[src/rtl/serial_arith_pkg.sv]
// Shared types and constants for the bit-serial arithmetic blocks.
package serial_arith_pkg;

   typedef enum logic [1:0] {
      IDLE,
      SHIFT,
      DONE
   } ser_state_t;

   localparam int SER_WIDTH_DEF = 8;

endpackage

[src/rtl/full_subtractor.sv]
// One-bit full-subtractor cell: difference and borrow-out of a - b - bin.
module full_subtractor (
   input  logic a,
   input  logic b,
   input  logic bin,
   output logic d,
   output logic bo
);

   assign d  = a ^ b ^ bin;
   assign bo = (~a & b) | (~(a ^ b) & bin);

endmodule

[src/rtl/serial_subtractor.sv]
// Bit-serial subtractor: computes A - B - bin LSB-first, one bit per clock,
// with valid/ready handshakes on both the operand and result sides.
module serial_subtractor
   import serial_arith_pkg::*;
#(
   parameter int WIDTH = SER_WIDTH_DEF,
   parameter int CNT_W = $clog2(WIDTH + 1)
) (
   input  logic             clk,
   input  logic             rst,
   input  logic             in_valid,
   output logic             in_ready,
   input  logic [WIDTH-1:0] in_a,
   input  logic [WIDTH-1:0] in_b,
   input  logic             in_bin,
   output logic             out_valid,
   input  logic             out_ready,
   output logic [WIDTH-1:0] diff,
   output logic             bout,
   output logic             ovf
);

   ser_state_t       state;
   logic [CNT_W-1:0] cnt;
   logic [WIDTH-1:0] a_sr;
   logic [WIDTH-1:0] b_sr;
   logic [WIDTH-1:0] res_sr;
   logic             borrow;
   logic             a_sign;
   logic             b_sign;

   logic             cell_d;
   logic             cell_bo;
   logic             accept;
   logic             last_bit;
   logic [WIDTH-1:0] res_next;

   full_subtractor u_cell (
      .a   (a_sr[0]),
      .b   (b_sr[0]),
      .bin (borrow),
      .d   (cell_d),
      .bo  (cell_bo)
   );

   assign in_ready = (state == IDLE) || ((state == DONE) && out_ready);
   assign accept   = in_valid && in_ready;
   assign last_bit = (cnt == CNT_W'(WIDTH - 1));

   // New difference bits enter from the MSB so the LSB-first stream lands in place.
   assign res_next = (res_sr >> 1) | {cell_d, {(WIDTH-1){1'b0}}};

   always_ff @(posedge clk) begin
      if (rst) begin
         state     <= IDLE;
         cnt       <= '0;
         a_sr      <= '0;
         b_sr      <= '0;
         res_sr    <= '0;
         borrow    <= 1'b0;
         a_sign    <= 1'b0;
         b_sign    <= 1'b0;
         diff      <= '0;
         bout      <= 1'b0;
         ovf       <= 1'b0;
         out_valid <= 1'b0;
      end else if (accept) begin
         a_sr      <= in_a;
         b_sr      <= in_b;
         borrow    <= in_bin;
         a_sign    <= in_a[WIDTH-1];
         b_sign    <= in_b[WIDTH-1];
         cnt       <= '0;
         out_valid <= 1'b0;
         state     <= SHIFT;
      end else begin
         case (state)
            SHIFT: begin
               a_sr   <= a_sr >> 1;
               b_sr   <= b_sr >> 1;
               res_sr <= res_next;
               borrow <= cell_bo;
               cnt    <= cnt + CNT_W'(1);
               // Overflow uses the sign bits captured at accept time.
               if (last_bit) begin
                  diff      <= res_next;
                  bout      <= cell_bo;
                  ovf       <= (a_sign != b_sign) && (cell_d != a_sign);
                  out_valid <= 1'b1;
                  state     <= DONE;
               end
            end
            DONE: begin
               if (out_ready) begin
                  out_valid <= 1'b0;
                  state     <= IDLE;
               end
            end
            default: ;
         endcase
      end
   end

endmodule

[config.mk]
export PLATFORM = sky130hd
export DESIGN_NAME = serial_subtractor
export DESIGN_NICKNAME = d
export VERILOG_FILES = /design/src/rtl/serial_arith_pkg.sv /design/src/rtl/full_subtractor.sv /design/src/rtl/serial_subtractor.sv
export SDC_FILE = /design/constraint.sdc
export NUM_CORES = 1
export LEC_CHECK = 0
export ABC_AREA = 1
export ABC_CLOCK_PERIOD_IN_PS = 3150
export CAP_MARGIN = 0
export CELL_PAD_IN_SITES_DETAIL_PLACEMENT = 0
export CELL_PAD_IN_SITES_GLOBAL_PLACEMENT = 2
export CORE_MARGIN = 5
export CORE_UTILIZATION = 31
export DETAILED_ROUTE_END_ITERATION = 7
export MAX_ROUTING_LAYER = met4
export PLACE_DENSITY_LB_ADDON = 0.1
export SLEW_MARGIN = 20
export SYNTH_ARGS = -nofsm -noshare
export SYNTH_HDL_FRONTEND = slang
export SYNTH_SLANG_ARGS = --single-unit
[constraint.sdc]
create_clock -name clk -period 3.15 [get_ports clk]
set_input_delay 0.315 -clock clk [delete_from_list [all_inputs] [get_ports clk]]
set_output_delay 0.315 -clock clk [all_outputs]
set_load 0.1 [all_outputs]
Yosys cells after proc, flatten, opt, wreduce, memory -nomap -nowiden

Cells that the tools add are included.

Register bits after elaboration: 44
Bits in latches: 0
Memory bits (writable): 0
Memory bits (read-only): 0
Input port bits: 21
Output and inout bits: 12
Word-level logic and storage cells: 58
Memories: 0

Add/subtract/negate cells: 1
Multiply operators: 0
Divide/modulo/power cells: 0
$lt $le $gt $ge: 0
Eq/ne operators: 9
Shift-type cells: 0
Muxes and demuxes: 13
Bitwise operators: 9
Reduce and logical (&&, ||, !) cells: 13

Operators by type and width:

| cell                                                             | number |
|---|---|
| 8-bit two-way mux                                                | 4 |
| 3-bit AND reduction                                              | 3 |
| 7-bit by 8-bit bitwise OR with 8-bit output                      | 1 |
| 3-bit inequality test (second input constant)                    | 2 |
| 1-bit two-way mux                                                | 5 |
| 4-bit by 1-bit adder with 4-bit output (second input constant)   | 1 |
| 4-bit by 3-bit == test with 1-bit output (second input constant) | 1 |
| 2-bit two-way mux                                                | 2 |
| 2-bit inequality test (second input constant)                    | 2 |
| 2-bit case mux with 2 select lines                               | 1 |
| 2-bit nonzero test                                               | 2 |
| 1-bit logical AND                                                | 3 |
| 1-bit NOT                                                        | 3 |
| 3-bit nonzero test                                               | 1 |
| 1-bit AND                                                        | 2 |
| 2-bit by 1-bit == test with 1-bit output (second input constant) | 1 |
| 2-bit == test (second input constant)                            | 1 |
| 2-bit logical NOT                                                | 1 |
| 1-bit inequality test                                            | 2 |
| 1-bit case mux with 2 select lines                               | 1 |
| 2-bit AND reduction                                              | 1 |
| 2-bit OR reduction                                               | 1 |
| 1-bit bitwise XOR                                                | 2 |
| 1-bit logical OR                                                 | 1 |
| 1-bit bitwise OR                                                 | 1 |

Depth between registers and ports, before layout

Gate-level depths: netlist of the first run.

Word-level depth: 6
Depth in mapped cells: 8
Depth with buffers taken out: 7

Hierarchy

Synthesis of the first run repeated with hierarchy kept, for this count alone.

Cells, all modules: 255
Area, all modules: 1976.9 µm²

Modules (own cells, without submodules):

| module            | times used | cells an instance | area an instance (µm²) | sequential area each (µm²) |
|---|---|---|---|---|
| serial_subtractor | 1          | 251               | 1945.6                 | 840.8 |
| full_subtractor   | 1          | 4                 | 31.3                   | 0.0 |

Worst setup path before layout of the first run

OpenSTA, ideal clock, no wires.

Kind: reg2reg
From: register, netlist name out_valid
To: register a_sr[1]
Library setup time: 0.070 ns
Data arrival time: 1.898 ns
Data required time: 3.080 ns
Slack: 1.181 ns
Cell stages (with the launch flop): 8
Path buffers: 1
Period minus slack after synthesis: 1.969 ns
Cell sequence: dfxtp_1 -> inv_2 -> nand2_1 -> nand2_4 -> buf_2 -> nand3b_1 -> nand2_1 -> a21oi_1

RTL lines:

| item                 | line                    | source |
|---|---|---|
| to (signal assigned) | serial_subtractor.sv:68 | `a_sr <= in_a;` |
| to (signal assigned) | serial_subtractor.sv:79 | `a_sr <= a_sr >> 1;` |
| to (decl)            | serial_subtractor.sv:25 | `logic [WIDTH-1:0] a_sr;` |

Worst setup path in the final report of the first run

From: register out_valid
To: output out_valid

RTL lines:

| item                   | line                    | source |
|---|---|---|
| from (decl)            | serial_subtractor.sv:16 | `output logic out_valid,` |
| from (signal assigned) | serial_subtractor.sv:66 | `out_valid <= 1'b0;` |
| from (signal assigned) | serial_subtractor.sv:74 | `out_valid <= 1'b0;` |
| from (signal assigned) | serial_subtractor.sv:89 | `out_valid <= 1'b1;` |

No word-level cell between the ends.

==> run_results.csv, run 1 <==
group,metric,value,unit
clock_tree,clock_latency,0.29,ns
clock_tree,postCtsHoldBufs,0,
synth,ys_types,26,
finish,area_growth,22.5,%
route,ant_nets,0,
power,ir_drop,0.000227,V
worst_setup_path,worstPathCellList,"clkdlybuf4s50_1",
worst_setup_path,cp.required,2.83,ns
clock_tree,clockBufferDepth,2,
worst_setup_path,cp_num_buf_inv,1,
clock_tree,cts.sinks,42,
synth,ys_ff_latch,42,
sta,fin_tns_setup,0,ns
floorplan,io_pins,33,
worst_setup_path,r2r_slack,1.46,ns
synth,synth-edff-count,0,
finish,stdcell_count,347,
place,post-place-ws,1.34,ns
route,dr.pass1.iters,4,
grt,grt_pass1_vias,1667,
synth,synth_seq_area_share,0.457,
floorplan,die_w,87.0,um
sta,setup_ws,1.03,ns
worst_setup_path,worstPathArrival,1.81,ns
worst_setup_path,worstReg2RegEnd,"b_sr[1]",
synth,synthMuxAreaShare,0,
grt,grt_max_degree,32,
synth,synth_area,0.00184,mm^2
route,routed_via_density,4.56,
clock_tree,cts_resized,0,
min_path,hold_class,"register to register",
sta,setup_violations,0,
worst_setup_path,rr_startpoint,"out_valid",
floorplan,start_util,0.314,
min_path,hold_path_depth,2,
clock_tree,htree_levels,2,
synth,synth_simple_gate_area_share,0.324,
grt,antenna_found_initial,0,
finish,drive_above_1_share,0.0772,
power,power.leakage,0.908,nW
clock_tree,root_buffer,"clkbuf_8",
clock_tree,numCtsBuffers,5,
synth,yosysMostFrequentCell,"nand2_1",
clock_tree,clkTransAtPathRegs,0.07,ns
power,power.density,476,mW/mm^2
status,status,"finished, final reports clean",
grt,grt-ovfl-total,0,
worst_setup_path,crit_fanout,3,
min_path,min_from,"a_sr[7]",
clock_tree,post_cts_buffers,0,
worst_setup_path,endpoint_kind,"output port",
floorplan,core_area,0.00585,mm^2
synth,synth_top_family_by_area,"simple AND/OR/NAND/NOR gates",
synth,yosys.area.top_type,"dfxtp_1",
worst_setup_path,cp_slowest_stage_delay,1.15,ns
place,numPortBuffers,32,
place,dp_hpwl,2880,um
floorplan,die_area,0.00757,mm^2
finish,diodes,0,
synth,synthAdderAreaFrac,0.0177,
finish,layout.nets,295,
route,vias,1583,
worst_setup_path,start_kind,"register",
sta,grt_setup_unrepaired,"no",
synth,synth-xor-area-share,0.00476,
run,maxCapViolations,0,
synth,synthesis.nets,268,
worst_setup_path,worstSetupPathType,"register to output port",
synth,synth_compound_area_frac,0.116,
synth,yosysWarningCount,0,
synth,syn_inst,245,
route,first_iter_violations,43,
sta,clock.fmax,0.472,GHz
sta,worst_slew_pin_slew,0.969,ns
clock_tree,cts_tree,"done",
route,drc,0,
place,place_congestion,0.709,
grt,grt_pass1_wl,7970,um
synth,synthFlopType,"dfxtp_1",
floorplan,rows,28,
route,routed_wl,4420,um
min_path,worstHoldEndpoint,"a_sr[7]",
synth,synth_area_leaders,"dfxtp_1, nand2_1, nor2_1, nand3_1, o21ai_0",
worst_setup_path,crit_cells,1,
synth,netlist.area_leader.share,0.457,
sta,slew_violations,0,
synth,syn-mean-instance-area,7.51,um^2
worst_setup_path,cp_slowest_cell,"clkdlybuf4s50_1",
sta,slew_headroom,0.352,
sta,period_share,0.673,
grt,track_usage,0.138,
synth,synth_async_sr_flop_share,0,
route,wl_per_cell,12.7,um
place,dp_cells,340,
sta,clock-skew-final,0.00468,ns
worst_setup_path,cp_top_family,"buffers and inverters",
worst_setup_path,r2r_cells,7,
sta,timing_hold_violations_final,0,
sta,min_period,2.12,ns
synth,synth_common_cells,"nand2_1, dfxtp_1, nor2_1, nand3_1, o21ai_0",
floorplan,die_h,87.0,um
-- worst max path at each step --
stage	endpoint	startpoint	slack (ns)
after detailed placement	out_valid	out_valid	1.34
after global routing	out_valid	out_valid	0.97
after CTS	out_valid	out_valid	1.01
after global placement	out_valid	out_valid	1.34
after floorplan	a_sr[1]	out_valid	1.18
final	out_valid	out_valid	1.03
-- power breakdown --
| group | switching (W) | leakage [nW] | internal [W] |
|---|---|---|---|
| clock network | 0.000175 | 0.0383 | 0.000153 |
| registers | 0.0000177 | 0.344 | 0.000562 |
| logic | 0.0000990 | 0.525 | 0.0000657 |
| total | 0.000292 | 0.908 | 0.000781 |
-- registers in the layout (all words and copies together), names as in the netlist --
| name | flops |
|---|---|
| b_sign | 1 |
| diff | 8 |
| out_valid | 1 |
| bout | 1 |
| b_sr | 8 |
| a_sign | 1 |
| ovf | 1 |
| res_sr | 7 |
| borrow | 1 |
| cnt | 4 |
| state | 1 |
| a_sr | 8 |
-- metrics by stage --
stage,hold WS [ns],area (um^2),utilization,total power [W]
floorplan,0.384,1840,-,0.000711
global placement,0.469,2180,0.372,0.000762
detailed placement,0.471,2180,0.372,0.000761
CTS,0.486,2250,0.385,0.00109
global route,0.502,2250,0.385,0.00115
finish,0.483,2250,0.385,0.00107
-- final cells by class --
type | count | area (um^2)
Clock buffer | 7 | 76.3
Fill cell | 623 | 3600
Inverter | 14 | 52.6
Tap cell | 75 | 93.8
Timing Repair Buffer | 35 | 340
Sequential cell | 42 | 841
Multi-Input combinational cell | 174 | 850
-- cells in the final DEF (no fill, tap or decap) --
cell type,instances
nand2_2,3
clkbuf_1,2
nand4_1,2
clkbuf_8,5
nor3_1,5
or2_2,1
fa_1,1
o21ai_0,19
o21ai_1,3
nand3b_1,12
nor2_2,1
a21oi_1,18
xor2_1,1
a211oi_2,1
inv_1,10
nand2_4,2
nand2_1,50
buf_4,4
nor2_1,35
clkdlybuf4s50_1,31
ha_1,1
nand3_1,19
dfxtp_1,42
inv_2,4
-- routing by layer --
metal | track usage | share of wire | up-vias
met2 | 0.213 | 0.46 | 21
met1 | 0.176 | 0.48 | 707
li1 | - | - | 849
met3 | 0.0360 | 0.041 | 6
met5 | - | 0 | -
met4 | 0.0425 | 0.015 | 0
-- cell families after synthesis --
logic type / count (synthesis)
simple gates: 130
flops: 42
compound gates: 41
buf+inv: 29
fa+ha+maj: 2
xor+xnor: 1
-- tightest hold or removal path: cells and delay by family (launching register included) --
family / cells / cell delay (ns)
flops: 1 / 0.32
compound gates: 1 / 0.06
simple gates: 1 / 0.06
Power figures use the tool's default switching activity.
==> inputs of run 2 (changes only) <==
Settings changed: ABC_CLOCK_PERIOD_IN_PS 3150 to 1990, CORE_UTILIZATION 31 to 29.
Clock period 3.15 ns to 1.99 ns, I/O delays scaled along.
==> run 2 against run 1 <==
First-iteration DRC count up 30%; critical endpoint is now in_ready; register-to-register slack worse by 0.88 ns; critical path depth up 4; largest power group unchanged; utilization down 2.2 points; flip-flop and latch count unchanged.
==> run_results.csv, run 2 (synthesis gave the netlist of run 1 again) <==
group,metric,value,unit
grt,grt_pass1_vias,1602,
route,dr.pass1.iters,2,
clock_tree,htree_levels,2,
finish,fin_area,0.00228,mm^2
worst_setup_path,crit_fanout,16,
clock_tree,root_buffer,"clkbuf_8",
worst_setup_path,r2r_slack,0.58,ns
worst_setup_path,cp_top_family,"buffers and inverters",
sta,clock.fmax,0.663,GHz
run,maxCapViolations,0,
grt,grt_pass1_wl,7660,um
floorplan,die_area,0.00804,mm^2
worst_setup_path,cp_slowest_stage_delay,0.33,ns
power,power.leakage,0.959,nW
place,place_congestion,0.760,
floorplan,start_util,0.293,
route,ant_nets,0,
floorplan,die_h,89.6,um
worst_setup_path,endpoint_kind,"output port",
min_path,hold_path_depth,2,
place,dp_hpwl,2940,um
sta,timing_hold_violations_final,0,
sta,slew_headroom,0.706,
clock_tree,clockBufferDepth,2,
grt,track_usage,0.127,
clock_tree,post_cts_buffers,0,
finish,area_growth,24.1,%
sta,worst_slew_pin_slew,0.440,ns
sta,slew_violations,0,
worst_setup_path,cp_num_buf_inv,3,
worst_setup_path,cp_slowest_cell,"dfxtp_1",
route,vias,1572,
route,drc,0,
worst_setup_path,cp.required,1.79,ns
finish,layout_commonest_cell,"nand2_1",
sta,clock-skew-final,0.00327,ns
power,power.density,770,mW/mm^2
clock_tree,clkTransAtPathRegs,0.08,ns
finish,largestRegisters,"a_sr: 8 flops, b_sr: 8 flops, diff: 8 flops",
worst_setup_path,start_kind,"register",
floorplan,io_pins,33,
status,status,"finished, final reports clean",
worst_setup_path,worstPathArrival,1.31,ns
floorplan,core_area,0.00628,mm^2
sta,min_period,1.51,ns
clock_tree,clock_latency,0.29,ns
finish,drive_above_1_share,0.138,
clock_tree,cts_tree,"done",
min_path,hold_class,"register to register",
sta,setup_violations,0,
sta,period_share,0.758,
power,ir_drop,0.000350,V
route,routed_wl,4450,um
finish,diodes,0,
finish,mostFrequentLayoutCells,"nand2_1, dfxtp_1, nor2_1, clkdlybuf4s50_1",
clock_tree,numCtsBuffers,5,
place,placement.cell_area,0.00219,mm^2
worst_setup_path,worstPathCellList,"inv_2 > nand2_1 > nand2_4 > buf_4 > buf_12",
place,numPortBuffers,32,
floorplan,rows,29,
grt,antenna_found_initial,0,
grt,grt_max_degree,32,
route,first_iter_violations,56,
route,routed_via_density,4.45,
sta,grt_setup_unrepaired,"no",
worst_setup_path,rr_startpoint,"borrow",
clock_tree,cts_resized,0,
worst_setup_path,worstSetupPathType,"register to output port",
worst_setup_path,worstReg2RegEnd,"borrow",
worst_setup_path,r2r_cells,6,
clock_tree,postCtsHoldBufs,0,
min_path,worstHoldEndpoint,"a_sr[7]",
floorplan,die_w,89.6,um
grt,grt-ovfl-total,0,
finish,layout.nets,298,
route,wl_per_cell,12.6,um
clock_tree,cts.sinks,42,
min_path,min_from,"a_sr[7]",
sta,fin_tns_setup,0,ns
[run 2: changes by cell type in the layout (fill, tap and decap cells not counted)]
| cell | change |
|---|---|
| buf_4 | +13 |
| clkdlybuf4s50_1 | -11 |
| clkbuf_1 | -2 |
| buf_12 | +1 |
| clkbuf_8 | +1 |
| clkinv_2 | +1 |
| clkinvlp_4 | +1 |
[run 2: metrics by stage]
| stage | instances | hold WS (ns) | total power [W] | util | setup WS (ns) |
|---|---|---|---|---|---|
| after global placement | 345 | 0.472 | 0.00121 | 0.348 | 0.470 |
| after global routing | 353 | 0.500 | 0.00188 | 0.364 | 0.416 |
| after CTS | 353 | 0.484 | 0.00180 | 0.364 | 0.468 |
| after floorplan | 245 | 0.268 | 0.00112 | - | 0.0214 |
| after detailed placement | 345 | 0.471 | 0.00121 | 0.348 | 0.445 |
| final | 353 | 0.481 | 0.00176 | 0.364 | 0.482 |
[run 2: worst max-delay path by stage]
stage / from / cells past startpoint / endpoint
after floorplan: out_valid / 7 / a_sr[1]
after global placement: out_ready / 6 / b_sr[7]
after detailed placement: out_ready / 6 / b_sr[7]
after CTS: state[0] / 5 / in_ready
after global routing: state[0] / 5 / in_ready
final: state[0] / 5 / in_ready
[run 2: final cells by class]
class / count / area (um^2)
fillers: 670 / 4000
multi-input cells: 174 / 850
flip-flops and latches: 42 / 841
repair buffers: 38 / 348
well taps: 77 / 96.3
clock buffers: 6 / 82.6
inverters: 14 / 52.6
clock inverters: 2 / 12.5
[run 2: worst register-to-register path: stages (launching register included)]
cell and delay [ns]:
dfxtp_1 0.33, inv_1 0.06, fa_1 0.45, or2_2 0.30
nand2_1 0.06, inv_1 0.03, a21oi_1 0.11
[run 2: layer usage]
metal | routed length [um] | GRT usage | share of wire | vias to the layer above
met2 | 2060 | 0.204 | 0.46 | 20
met3 | 170 | 0.0356 | 0.038 | 4
met1 | 2170 | 0.156 | 0.49 | 691
met4 | 44 | 0.0365 | 0.0099 | 0
li1 | - | - | - | 857
met5 | 0 | - | 0 | -
[run 2: where the power goes]
group | internal [W] | switching, W | leakage [nW]
Sequential | 0.000889 | 0.0000271 | 0.344
Clock | 0.000279 | 0.000293 | 0.0472
Combinational | 0.000113 | 0.000157 | 0.568
Total | 0.00128 | 0.000477 | 0.959
